**src/rtl/read_xbar_datapath.sv**
```systemverilog
// Read-path datapath of the AXI interconnect: AR slices, R routing
// and per-slave RLAST/ARLEN beat checking under arbiter control.
module read_xbar_datapath #(
  parameter int M = 2,
  parameter int S = 2,
  parameter int NUM_OUTSTANDING_TRANS = 2,
  parameter int ADDR_WIDTH = 32,
  parameter int DATA_WIDTH = 32,
  localparam int MW = (M > 1) ? $clog2(M) : 1,
  localparam int SW = (S > 1) ? $clog2(S) : 1,
  localparam int IDW = (NUM_OUTSTANDING_TRANS > 1)
                       ? $clog2(NUM_OUTSTANDING_TRANS) : 1,
  localparam int RIDW = MW + IDW
) (
  input  logic                    clk,
  input  logic                    clr,
  input  logic [M-1:0]            m_arvalid,
  output logic [M-1:0]            m_arready,
  input  logic [M*ADDR_WIDTH-1:0] m_araddr,
  input  logic [M*IDW-1:0]        m_arid,
  input  logic [M*8-1:0]          m_arlen,
  output logic [S-1:0]            s_arvalid,
  input  logic [S-1:0]            s_arready,
  output logic [S*ADDR_WIDTH-1:0] s_araddr,
  output logic [S*RIDW-1:0]       s_arid,
  output logic [S*8-1:0]          s_arlen,
  input  logic [S-1:0]            s_rvalid,
  output logic [S-1:0]            s_rready,
  input  logic [S*DATA_WIDTH-1:0] s_rdata,
  input  logic [S*RIDW-1:0]       s_rid,
  input  logic [S*2-1:0]          s_rresp,
  input  logic [S-1:0]            s_rlast,
  output logic [M-1:0]            m_rvalid,
  input  logic [M-1:0]            m_rready,
  output logic [M*DATA_WIDTH-1:0] m_rdata,
  output logic [M*2-1:0]          m_rresp,
  output logic [M-1:0]            m_rlast,
  output logic [M*IDW-1:0]        m_rid,
  output logic [M-1:0]            AR_request_f,
  output logic [M*ADDR_WIDTH-1:0] AR_addr_f,
  output logic [M*IDW-1:0]        AR_id_f,
  input  logic [M-1:0]            AR_grant_f,
  input  logic [M*SW-1:0]         AR_sel_f,
  output logic [S-1:0]            AR_finish_f,
  output logic [S-1:0]            R_request_f,
  output logic [S*RIDW-1:0]       R_id_f,
  output logic [S-1:0]            R_last_f,
  input  logic [S-1:0]            R_grant_f,
  input  logic [S*MW-1:0]         R_sel_f,
  output logic [S-1:0]            rlast_err
);

  localparam int NT = NUM_OUTSTANDING_TRANS;

  typedef enum logic {CHK_IDLE, CHK_BURST} chk_e;

  logic [S-1:0]            full_q, full_d;
  logic [ADDR_WIDTH-1:0]   addr_q [S];
  logic [ADDR_WIDTH-1:0]   addr_d [S];
  logic [RIDW-1:0]         id_q [S];
  logic [RIDW-1:0]         id_d [S];
  logic [7:0]              len_q [S];
  logic [7:0]              len_d [S];
  logic [7:0]              tab_q [M*NT];
  logic [7:0]              tab_d [M*NT];
  logic [M-1:0]            taken_q, taken_d;
  chk_e                    st_q [S];
  chk_e                    st_d [S];
  logic [7:0]              cnt_q [S];
  logic [7:0]              cnt_d [S];
  logic [7:0]              cur [S];
  logic [S-1:0]            err_q, err_d;
  logic [S-1:0]            r_hs;
  int                      ar_sel [M];
  int                      win [M];
  logic [M-1:0]            win_vld;

  function automatic logic [7:0] tab_len(
    input logic [RIDW-1:0] rid
  );
    int k;
    k = int'(rid[RIDW-1:IDW]) * NT + int'(rid[IDW-1:0]);
    tab_len = (k < M*NT) ? tab_q[k] : 8'd0;
  endfunction

  assign AR_request_f = m_arvalid;
  assign AR_addr_f    = m_araddr;
  assign AR_id_f      = m_arid;
  assign s_arvalid    = full_q;
  assign AR_finish_f  = full_q & s_arready;
  assign R_request_f  = s_rvalid;
  assign R_id_f       = s_rid;
  assign r_hs         = s_rvalid & s_rready;
  assign R_last_f     = r_hs & s_rlast;
  assign rlast_err    = err_q;

  always_comb begin
    for (int m = 0; m < M; m++)
      ar_sel[m] = int'(AR_sel_f[m*SW +: SW]);
  end

  // A grant is good for one request: taken blocks re-accept until it drops
  always_comb begin
    m_arready = '0;
    for (int m = 0; m < M; m++)
      if (ar_sel[m] < S)
        m_arready[m] = AR_grant_f[m] & m_arvalid[m]
                     & ~full_q[ar_sel[m]] & ~taken_q[m];
  end

  always_comb begin
    full_d  = full_q;
    addr_d  = addr_q;
    id_d    = id_q;
    len_d   = len_q;
    tab_d   = tab_q;
    taken_d = taken_q;
    for (int s = 0; s < S; s++)
      if (full_q[s] && s_arready[s])
        full_d[s] = 1'b0;
    for (int m = M-1; m >= 0; m--) begin
      if (m_arready[m]) begin
        full_d[ar_sel[m]] = 1'b1;
        addr_d[ar_sel[m]] = m_araddr[m*ADDR_WIDTH +: ADDR_WIDTH];
        id_d[ar_sel[m]]   = {MW'(m), m_arid[m*IDW +: IDW]};
        len_d[ar_sel[m]]  = m_arlen[m*8 +: 8];
        if (m*NT + int'(m_arid[m*IDW +: IDW]) < M*NT)
          tab_d[m*NT + int'(m_arid[m*IDW +: IDW])] = m_arlen[m*8 +: 8];
      end
    end
    for (int m = 0; m < M; m++)
      taken_d[m] = AR_grant_f[m] & (taken_q[m] | m_arready[m]);
  end

  always_comb begin
    s_araddr = '0;
    s_arid   = '0;
    s_arlen  = '0;
    for (int s = 0; s < S; s++) begin
      s_araddr[s*ADDR_WIDTH +: ADDR_WIDTH] = addr_q[s];
      s_arid[s*RIDW +: RIDW]               = id_q[s];
      s_arlen[s*8 +: 8]                    = len_q[s];
    end
  end

  // Lowest-indexed granted slave wins each master
  always_comb begin
    for (int m = 0; m < M; m++) begin
      win_vld[m] = 1'b0;
      win[m]     = 0;
      for (int s = S-1; s >= 0; s--)
        if (R_grant_f[s] && int'(R_sel_f[s*MW +: MW]) == m) begin
          win_vld[m] = 1'b1;
          win[m]     = s;
        end
    end
  end

  always_comb begin
    s_rready = '0;
    m_rvalid = '0;
    m_rdata  = '0;
    m_rresp  = '0;
    m_rlast  = '0;
    m_rid    = '0;
    for (int m = 0; m < M; m++) begin
      if (win_vld[m]) begin
        s_rready[win[m]] = m_rready[m];
        m_rvalid[m]      = s_rvalid[win[m]];
        m_rlast[m]       = s_rlast[win[m]];
        m_rdata[m*DATA_WIDTH +: DATA_WIDTH] =
          s_rdata[win[m]*DATA_WIDTH +: DATA_WIDTH];
        m_rresp[m*2 +: 2] = s_rresp[win[m]*2 +: 2];
        m_rid[m*IDW +: IDW] = s_rid[win[m]*RIDW +: IDW];
      end
    end
  end

  always_comb begin
    for (int s = 0; s < S; s++)
      cur[s] = (st_q[s] == CHK_IDLE)
             ? tab_len(s_rid[s*RIDW +: RIDW]) : cnt_q[s];
  end

  // cur is the number of beats left after the one now on the bus
  always_comb begin
    st_d  = st_q;
    cnt_d = cnt_q;
    err_d = err_q;
    for (int s = 0; s < S; s++) begin
      if (r_hs[s]) begin
        if (s_rlast[s] != (cur[s] == 8'd0))
          err_d[s] = 1'b1;
        if (s_rlast[s]) begin
          st_d[s]  = CHK_IDLE;
          cnt_d[s] = 8'd0;
        end else begin
          st_d[s]  = CHK_BURST;
          cnt_d[s] = (cur[s] == 8'd0) ? 8'd0 : cur[s] - 8'd1;
        end
      end
    end
  end

  always_ff @(posedge clk or negedge clr) begin
    if (!clr) begin
      full_q  <= '0;
      taken_q <= '0;
      err_q   <= '0;
      for (int s = 0; s < S; s++) begin
        addr_q[s] <= '0;
        id_q[s]   <= '0;
        len_q[s]  <= '0;
        st_q[s]   <= CHK_IDLE;
        cnt_q[s]  <= '0;
      end
      for (int i = 0; i < M*NT; i++)
        tab_q[i] <= '0;
    end else begin
      full_q  <= full_d;
      taken_q <= taken_d;
      err_q   <= err_d;
      addr_q  <= addr_d;
      id_q    <= id_d;
      len_q   <= len_d;
      st_q    <= st_d;
      cnt_q   <= cnt_d;
      tab_q   <= tab_d;
    end
  end

endmodule

```
**config.mk**
```make
export PLATFORM = sky130hd
export DESIGN_NAME = read_xbar_datapath
export DESIGN_NICKNAME = d
export VERILOG_FILES = /design/src/rtl/read_xbar_datapath.sv
export SDC_FILE = /design/constraint.sdc
export NUM_CORES = 1
export LEC_CHECK = 0
export CORE_AREA = 5 5 159 161
export DETAILED_ROUTE_END_ITERATION = 16
export DIE_AREA = 0 0 164 166
export GPL_ROUTABILITY_DRIVEN = 0
export GPL_TIMING_DRIVEN = 0
export PLACE_DENSITY = 0.83
export SLEW_MARGIN = 0
export SYNTH_ARGS = -nofsm -noshare
export SYNTH_HDL_FRONTEND = slang
export SYNTH_SLANG_ARGS = --single-unit
```
**constraint.sdc**
```tcl
create_clock -name clk -period 4.4 [get_ports clk]
set_input_delay 1.32 -clock clk [delete_from_list [all_inputs] [get_ports clk]]
set_output_delay 1.32 -clock clk [all_outputs]
set_load 0.01 [all_outputs]
```
# Word-level counts from Yosys, hierarchy flattened
# Cells that the tools add are included.
# word_totals
regBits	140
input_bits	174
out_inout_bits	244
wordCells	202
# classes
order_cmp	24
reduce_logical	18
eq_ne	2
addsub	5
n_mux	101
bitwise_logic	28
shift	6
# ops
operator	count
32-bit two-way mux	10
64-bit bitwise mux	2
32-bit by 3-bit greater-or-equal comparator with 1-bit output (second input constant)	4
32-bit by 1-bit less-than comparator with 1-bit output (second input constant)	4
64-bit two-way mux	2
8-bit two-way mux	16
64-bit by 32-bit indexed part select with 32-bit output	2
1-bit NOT with 32-bit output	3
3-bit NOT with 32-bit output	3
32-bit bitwise mux	2
32-bit demux with 1-bit select	2
32-bit by 1-bit greater-or-equal comparator with 1-bit output (second input constant)	2
32-bit by 2-bit greater-or-equal comparator with 1-bit output (second input constant)	2
32-bit by 3-bit less-than comparator with 1-bit output (second input constant)	2
4-bit by 32-bit indexed part select with 1-bit output	2
4-bit by 32-bit indexed part select with 2-bit output	2
1-bit two-way mux	38
8-bit binary-select mux with 2-bit select	2
16-bit bitwise mux	2
8-bit demux with 2-bit select	2
32-bit by 4-bit less-than comparator with 1-bit output (second input constant)	1
16-bit two-way mux	2
8-bit demux with 1-bit select	2
8-bit logical NOT	2
21 further kinds	73

# Longest topological paths before layout
# Gate-level depths: netlist of the first run.
# logic_depth
word_depth	14
mapped_depth	10

# Worst setup path before layout of the first run
# OpenSTA, ideal clock, no wires.
# synth_timing
path_kind	input -> output
startpoint	input R_grant_f[0]
endpoint	output m_rdata[10]
cell_stages	4
slack_ns	0.459
required_ns	3.080
n_path_buf	1
arrival_ns	2.621
path_cell_list	nor2b_1 > nor3b_1 > clkbuf_1 > a22o_1
# synth_via
elab_chain_len	4
word_cells_on_any_way	5
classes_between	shift (1); mux (3); reduce/logical (1)
# synth_lines
item	line	source
start, declared	48	input logic [S-1:0] R_grant_f,
1-bit logical AND *	152	if (R_grant_f[s] && int'(R_sel_f[s*MW +: MW]) == m) begin
32-bit two-way mux	152	
64-bit by 32-bit indexed part select with 32-bit output	172	s_rdata[win[m]*DATA_WIDTH +: DATA_WIDTH];
32-bit two-way mux *	167	if (win_vld[m]) begin
end, declared	35	output logic [M*DATA_WIDTH-1:0] m_rdata,
# Mark *: on every way between the ends. The rest lies on a longest branch, timed or not.

# Final worst setup path of the first run
# layout_timing
startpoint	input R_grant_f[0]
endpoint	output m_rdata[46]
# The elaborated chain is that of the path after synthesis.

==> results.json, run 1 <==
{
  "num_io_pins": 418,
  "syn_inst": 849,
  "firstDrtPassIters": 5,
  "power.density_mw_per_mm2": 423.9,
  "h-tree-depth": 4,
  "multi_input_area_mm2": 0.004165,
  "clock-root-buffer": "clkbuf_16",
  "worstMarginPinSlew_ns": 0.6683,
  "syn_area_mm2": 0.008463,
  "final_common_cell": "clkdlybuf4s50_1",
  "slew_headroom": 0.5545,
  "netSwitchingPower_uw": 2046,
  "clock_path_buffers": 2,
  "clk_pin_slew_ns": 0.06,
  "hold_viol": 0,
  "grt.overflow.total": 0,
  "area_delta_synth_final_pct": 63.82,
  "ys_seq_area_frac": 0.4140,
  "p_sw_frac": 0.3480,
  "finalSetupViolCount": 0,
  "antenna_found_initial": 11,
  "avgSynthCellArea_um2": 9.968,
  "crit_buf_inv": 4,
  "dp_hpwl_um": 27380,
  "end_kind": "primary output",
  "power_frac_comb": 0.409,
  "die_width_um": 164,
  "fin_skew_ns": 0.01145,
  "hp-class": "reg -> reg",
  "clkPwrFrac": 0.248,
  "synth-warning-count": 0,
  "leakagePower_uw": 0.006412,
  "peakVddDrop_mv": 0.2481,
  "ys_async_sr_fraction": 1.000,
  "core_mm2": 0.02382,
  "route.detailed.drc": 0,
  "std_cell_rows": 57,
  "grt_pass1_vias": 9182,
  "ys_types": 54,
  "arrival_ns": 3.04,
  "synth_edf_count": 0,
  "synth_ff_type": "dfrtp_1",
  "ff_latch_area_mm2": 0.003503,
  "die-area_mm2": 0.02722,
  "vias": 8613,
  "synthesis.nets": 1027,
  "worst-endpoint-required_ns": 3.08,
  "ant_nets": 0,
  "grt_max_degree": 81,
  "portBuffers": 416,
  "die_h_um": 166,
  "dp_slack_ns": -1.119,
  "grtUsageTotal": 0.2456,
  "nFillCells": 2049,
  "layout_common_cells": "clkdlybuf4s50_1 (343), dfrtp_1 (140), mux2i_1 (111)",
  "max_freq_mhz": 229.6,
  "crit_family": "buffers and inverters",
  "max_stage_delay_ns": 0.53,
  "fin_crit_ns": 4.356,
  "hold_buffers": 0,
  "rsz0062_at_grt": "false",
  "nets": 1470,
  "drt_iter0_drc": 477,
  "start_kind": "primary input",
  "viasPerCell": 5.265,
  "fin_crit_sh": 0.9899,
  "routed_wirelength_um": 34890,
  "crit_type": "in -> out",
  "critical_path.most_common_cell": "clkdlybuf4s50_1",
  "cpMaxStageDelayCell": "clkdlybuf4s50_1",
  "fin_tns_setup_ns": 0,
  "crit_chain": "clkdlybuf4s50_1 > and2_4 > buf_8 > clkbuf_8 > a22o_1 > clkdlybuf4s50_1",
  "start_util": 0.3553,
  "worst_skew_pair.late_latency_ns": 0.42,
  "critPathMaxFanout": 10,
  "layout-drive-gt1-share": 0.1556,
  "grt_pass1_wl_um": 51780,
  "ys_seq_elements": 140,
  "fin_ws_ns": 0.04435,
  "internal-power_uw": 3832,
  "cts_num_sinks": 140,
  "maxSlewViolCount": 0,
  "status": "completed",
  "cts_buffers": 17,
  "sequentialPowerShare": 0.342,
  "maxCapViolations": 0,
  "wl_per_cell_um": 21.33,
  "cts_tree": "done"
}
-- layout make-up --
class	instances	share of cell area
multi-input combinational	568	0.3004
clock buffer	18	0.03168
clock inverter	14	0.01101
buffer	128	0.06498
antenna	7	0.001263
tap	324	0.02924
sequential	140	0.2527
timing repair buffer	426	0.3057
inverter	11	0.002978
-- per-layer routing --
layer | global-route usage | routed length [um] | share of wire
met3 | 0.06428 | 2744 | 0.079
met5 | 0 | 14 | 0.00040
met2 | 0.4618 | 18680 | 0.54
met1 | 0.2444 | 11820 | 0.34
met4 | 0.1255 | 1629 | 0.047
-- cell usage after synthesis, types with 3 or more instances --
| master | number | area [um^2] |
|---|---|---|
| a22oi_1 | 7 | 52.55 |
| buf_4 | 75 | 563.0 |
| dfrtp_1 | 140 | 3503 |
| a32o_1 | 3 | 30.03 |
| nor3b_1 | 4 | 30.03 |
| inv_1 | 11 | 41.29 |
| xor2_1 | 4 | 35.03 |
| o21ai_0 | 46 | 230.2 |
| nor4b_1 | 3 | 26.28 |
| ha_1 | 4 | 50.05 |
| a21oi_1 | 48 | 240.2 |
| nor2_1 | 56 | 210.2 |
| mux2i_1 | 111 | 1111 |
| nor3_1 | 5 | 25.02 |
| and4b_1 | 3 | 30.03 |
| nor4_1 | 6 | 37.54 |
| nand2_1 | 72 | 270.3 |
| mux2_2 | 35 | 394.1 |
| a221oi_1 | 3 | 26.28 |
| nand3_1 | 9 | 45.04 |
| clkbuf_1 | 35 | 131.4 |
| nand4_1 | 3 | 18.77 |
| nand2b_1 | 7 | 43.79 |
| buf_2 | 17 | 85.08 |
| a22o_1 | 80 | 700.7 |
| and2_1 | 4 | 25.02 |
| o21ai_1 | 4 | 20.02 |
| a211oi_1 | 7 | 52.55 |
| nor2b_1 | 16 | 100.1 |
-- what timing repair did --
item | in CTS | in global routing
cloned | 1 | 0
buffers inserted | 6 | 2
pin swaps | 3 | 1
gates resized for setup | 106 | 22
setup endpoints to repair | 78 | 25
-- sequential cells by signal, summed over array words and instances (netlist names) --
register,count
rlast_err,2
taken_q,2
s_arvalid,2
cnt_q,16
tab_q,32
s_arlen,16
s_araddr,64
st_q,2
s_arid,4
-- worst reg2reg max path, cell delays in order, from the launching register on --
cell and delay [ns]:
dfrtp_1 0.32, clkbuf_1 0.31, buf_2 0.31, nor2b_1 0.21
a21oi_1 0.06, nand2_1 0.15, ha_1 0.18, nor2b_1 0.21
nand3_2 0.21, nor3_1 0.33, a211o_1 0.15
-- final timing paths --
path	start	endpoint	slack, ns	cells past startpoint
max reg2reg	st_q[0]	rlast_err[1]	1.92	10
min	rlast_err[0]	rlast_err[0]	0.47	1
max in group asynchronous	clr	cnt_q[5]	2.73	2
min reg2reg	rlast_err[0]	rlast_err[0]	0.47	1
max	R_grant_f[0]	m_rdata[46]	0.04	6
min in group asynchronous	clr	s_araddr[8]	0.86	1
-- power groups by stage --
stage | registers, uW | clock network, uW | logic, uW
final | 2010 | 1460 | 2400
after global routing | 2060 | 1540 | 2580
after CTS | 2010 | 1480 | 2410
after detailed placement | 2020 | 0 | 2400
after global placement | 2010 | 0 | 2340
after floorplan | 2080 | 0 | 1030
-- through the flow --
step	std cells	cell area (um^2)	util	total power, uW	hold WS [ns]
global route	1636	13860	0.5820	6185	0.5181
global placement	1589	13030	0.5471	4349	0.4537
detailed placement	1590	13060	0.5483	4427	0.4616
finish	1636	13860	0.5820	5878	0.4725
floorplan	849	8463	-	3113	0.4470
CTS	1628	13790	0.5788	5901	0.4801
-- cell families (layout without fill, tap and decap cells) --
logic type      Yosys count  count (layout)  share of synthesized area
mux                     151             151                     0.1894
fa+ha+maj                 4               4                   0.005914
other cells               0               7                          0
simple gates            195             195                     0.1093
xor+xnor                  6               6                   0.006209
flops                   140             140                     0.4140
buf+inv                 141             597                    0.09920
compound gates          212             212                     0.1761
(Power assumes the default switching activity.)
==> run 2, diff against run 1 <==
CORE_AREA = 5 5 157 159   (was 5 5 159 161)
CTS_BUF_LIST = sky130_fd_sc_hd__clkbuf_8   (was not set)
DIE_AREA = 0 0 162 164   (was 0 0 164 166)
PLACE_DENSITY = 0.84   (was 0.83)
TNS_END_PERCENT = 1   (was not set)
==> run 2 against run 1 <==
  * The run now ends with setup timing left
  * Die area fell by 2.4%
  * Core utilization rose by 1.1 points
  * Non-clock buffer count fell by 2
  * Clock skew rose by 0.0062 ns
  * Wire length fell by 3.1%
==> results.json, run 2 (synthesis results as in run 1) <==
{
  "status": "complete, but fails checks",
  "violations": "setup timing",
  "place_area_mm2": 0.01302,
  "nets": 1468,
  "peakVddDrop_mv": 0.2322,
  "grt_pass1_vias": 8763,
  "largest_reg_flops": 64,
  "final_common_cell": "clkdlybuf4s50_1",
  "grtUsageTotal": 0.2452,
  "hp-class": "reg -> reg",
  "maxSlewViolCount": 0,
  "grt.overflow.total": 0,
  "slew_headroom": 0.5210,
  "dp_hpwl_um": 27090,
  "rsz0062_at_grt": "true",
  "worstMarginPinSlew_ns": 0.7185,
  "multi_input_area_mm2": 0.004173,
  "fin_tns_setup_ns": -0.3152,
  "busiest_layer": "met2",
  "grtUsageMet2": 0.4555,
  "num_io_pins": 418,
  "final_cell_area_mm2": 0.01370,
  "critPathMaxFanout": 10,
  "grt_max_degree": 72,
  "met3_usage": 0.07227,
  "wl_per_cell_um": 21.11,
  "clock_path_buffers": 2,
  "maxCapViolations": 0,
  "worst-endpoint-required_ns": 3.08,
  "leakagePower_uw": 0.006396,
  "arrival_ns": 3.16,
  "fin_crit_sh": 1.017,
  "start_util": 0.3660,
  "nFillCells": 1947,
  "h-tree-depth": 4,
  "hold_viol": 0,
  "crit_type": "in -> out",
  "std_cell_rows": 56,
  "power.density_mw_per_mm2": 403.9,
  "dp_slack_ns": -1.040,
  "firstDrtPassIters": 5,
  "die_width_um": 162,
  "antenna_found_initial": 11,
  "end_kind": "primary output",
  "start_kind": "primary input",
  "portBuffers": 416,
  "ff_latch_area_mm2": 0.003503,
  "clock-root-buffer": "clkbuf_8",
  "hold_buffers": 0,
  "grt_pass1_wl_um": 50060,
  "fin_ws_ns": -0.07572,
  "met1_usage": 0.2411,
  "routed_wirelength_um": 33810,
  "layout-drive-gt1-share": 0.1550,
  "vias": 8467,
  "viasPerCell": 5.285,
  "cts_tree": "done",
  "core_mm2": 0.02312,
  "fin_crit_ns": 4.476,
  "route.detailed.drc": 0,
  "finalSetupViolCount": 9,
  "die_h_um": 164,
  "worst_skew_pair.late_latency_ns": 0.46,
  "clk_pin_slew_ns": 0.09,
  "area_delta_synth_final_pct": 61.92,
  "die-area_mm2": 0.02657,
  "layout_common_cells": "clkdlybuf4s50_1 (369), dfrtp_1 (140), mux2i_1 (111)",
  "ant_nets": 0,
  "fin_skew_ns": 0.01760,
  "cts_buffers": 17,
  "cts_num_sinks": 140,
  "max_freq_mhz": 223.4,
  "drt_iter0_drc": 477
}
run 2: metal layers:
layer  vias to the layer above  routed length, um
li1                       3898                  -
met4                         2               1923
met5                         -                 13
met1                      4086              11500
met3                        84               2520
met2                       397              17850
run 2: timing repair:
| item | CTS | global route |
|---|---|---|
| pin swaps | 2 | 2 |
| setup endpoints to repair | 78 | 63 |
| buffers inserted | 5 | 0 |
| resized for setup | 61 | 40 |
run 2: report_power, final:
part / total [uW] / switching, uW / internal [uW]
logic: 2390 / 1080 / 1320
clock network: 1140 / 603 / 537
registers: 2000 / 296 / 1710
total: 5530 / 1980 / 3560
run 2: cell type report:
type / count / share of cell area
diodes: 9 / 0.001644
plain buffers: 130 / 0.06437
clock buffers: 17 / 0.01707
clock inverters: 15 / 0.01406
inverters: 11 / 0.003013
multi-input cells: 568 / 0.3045
flip-flops and latches: 140 / 0.2557
well taps: 290 / 0.02648
repair buffers: 422 / 0.3132
run 2: worst max-delay path, cell delays in order:
cell and delay, ns:
clkdlybuf4s50_1 0.50, nor2b_4 0.23, buf_6 0.17, clkbuf_4 0.21, a22o_1 0.19, clkdlybuf4s50_1 0.55
run 2: worst paths after layout:
kind                              start           end  slack [ns]  cells past startpoint
max                        R_grant_f[0]    m_rdata[3]       -0.08                      6
min                        rlast_err[0]  rlast_err[0]        0.47                      1
max reg2reg                     st_q[0]      cnt_q[6]        1.94                      8
min reg2reg                rlast_err[0]  rlast_err[0]        0.47                      1
max in group asynchronous           clr      cnt_q[4]        2.73                      2
min in group asynchronous           clr  s_araddr[37]        0.86                      1
run 2: through the flow:
step | std cells | hold WS (ns) | utilization | total power, uW
global placement | 1555 | 0.4489 | 0.5618 | 4342
finish | 1602 | 0.4688 | 0.5926 | 5535
detailed placement | 1556 | 0.4515 | 0.5630 | 4413
floorplan | 849 | 0.4470 | - | 3113
global route | 1602 | 0.4976 | 0.5926 | 5845
CTS | 1593 | 0.4771 | 0.5877 | 5577
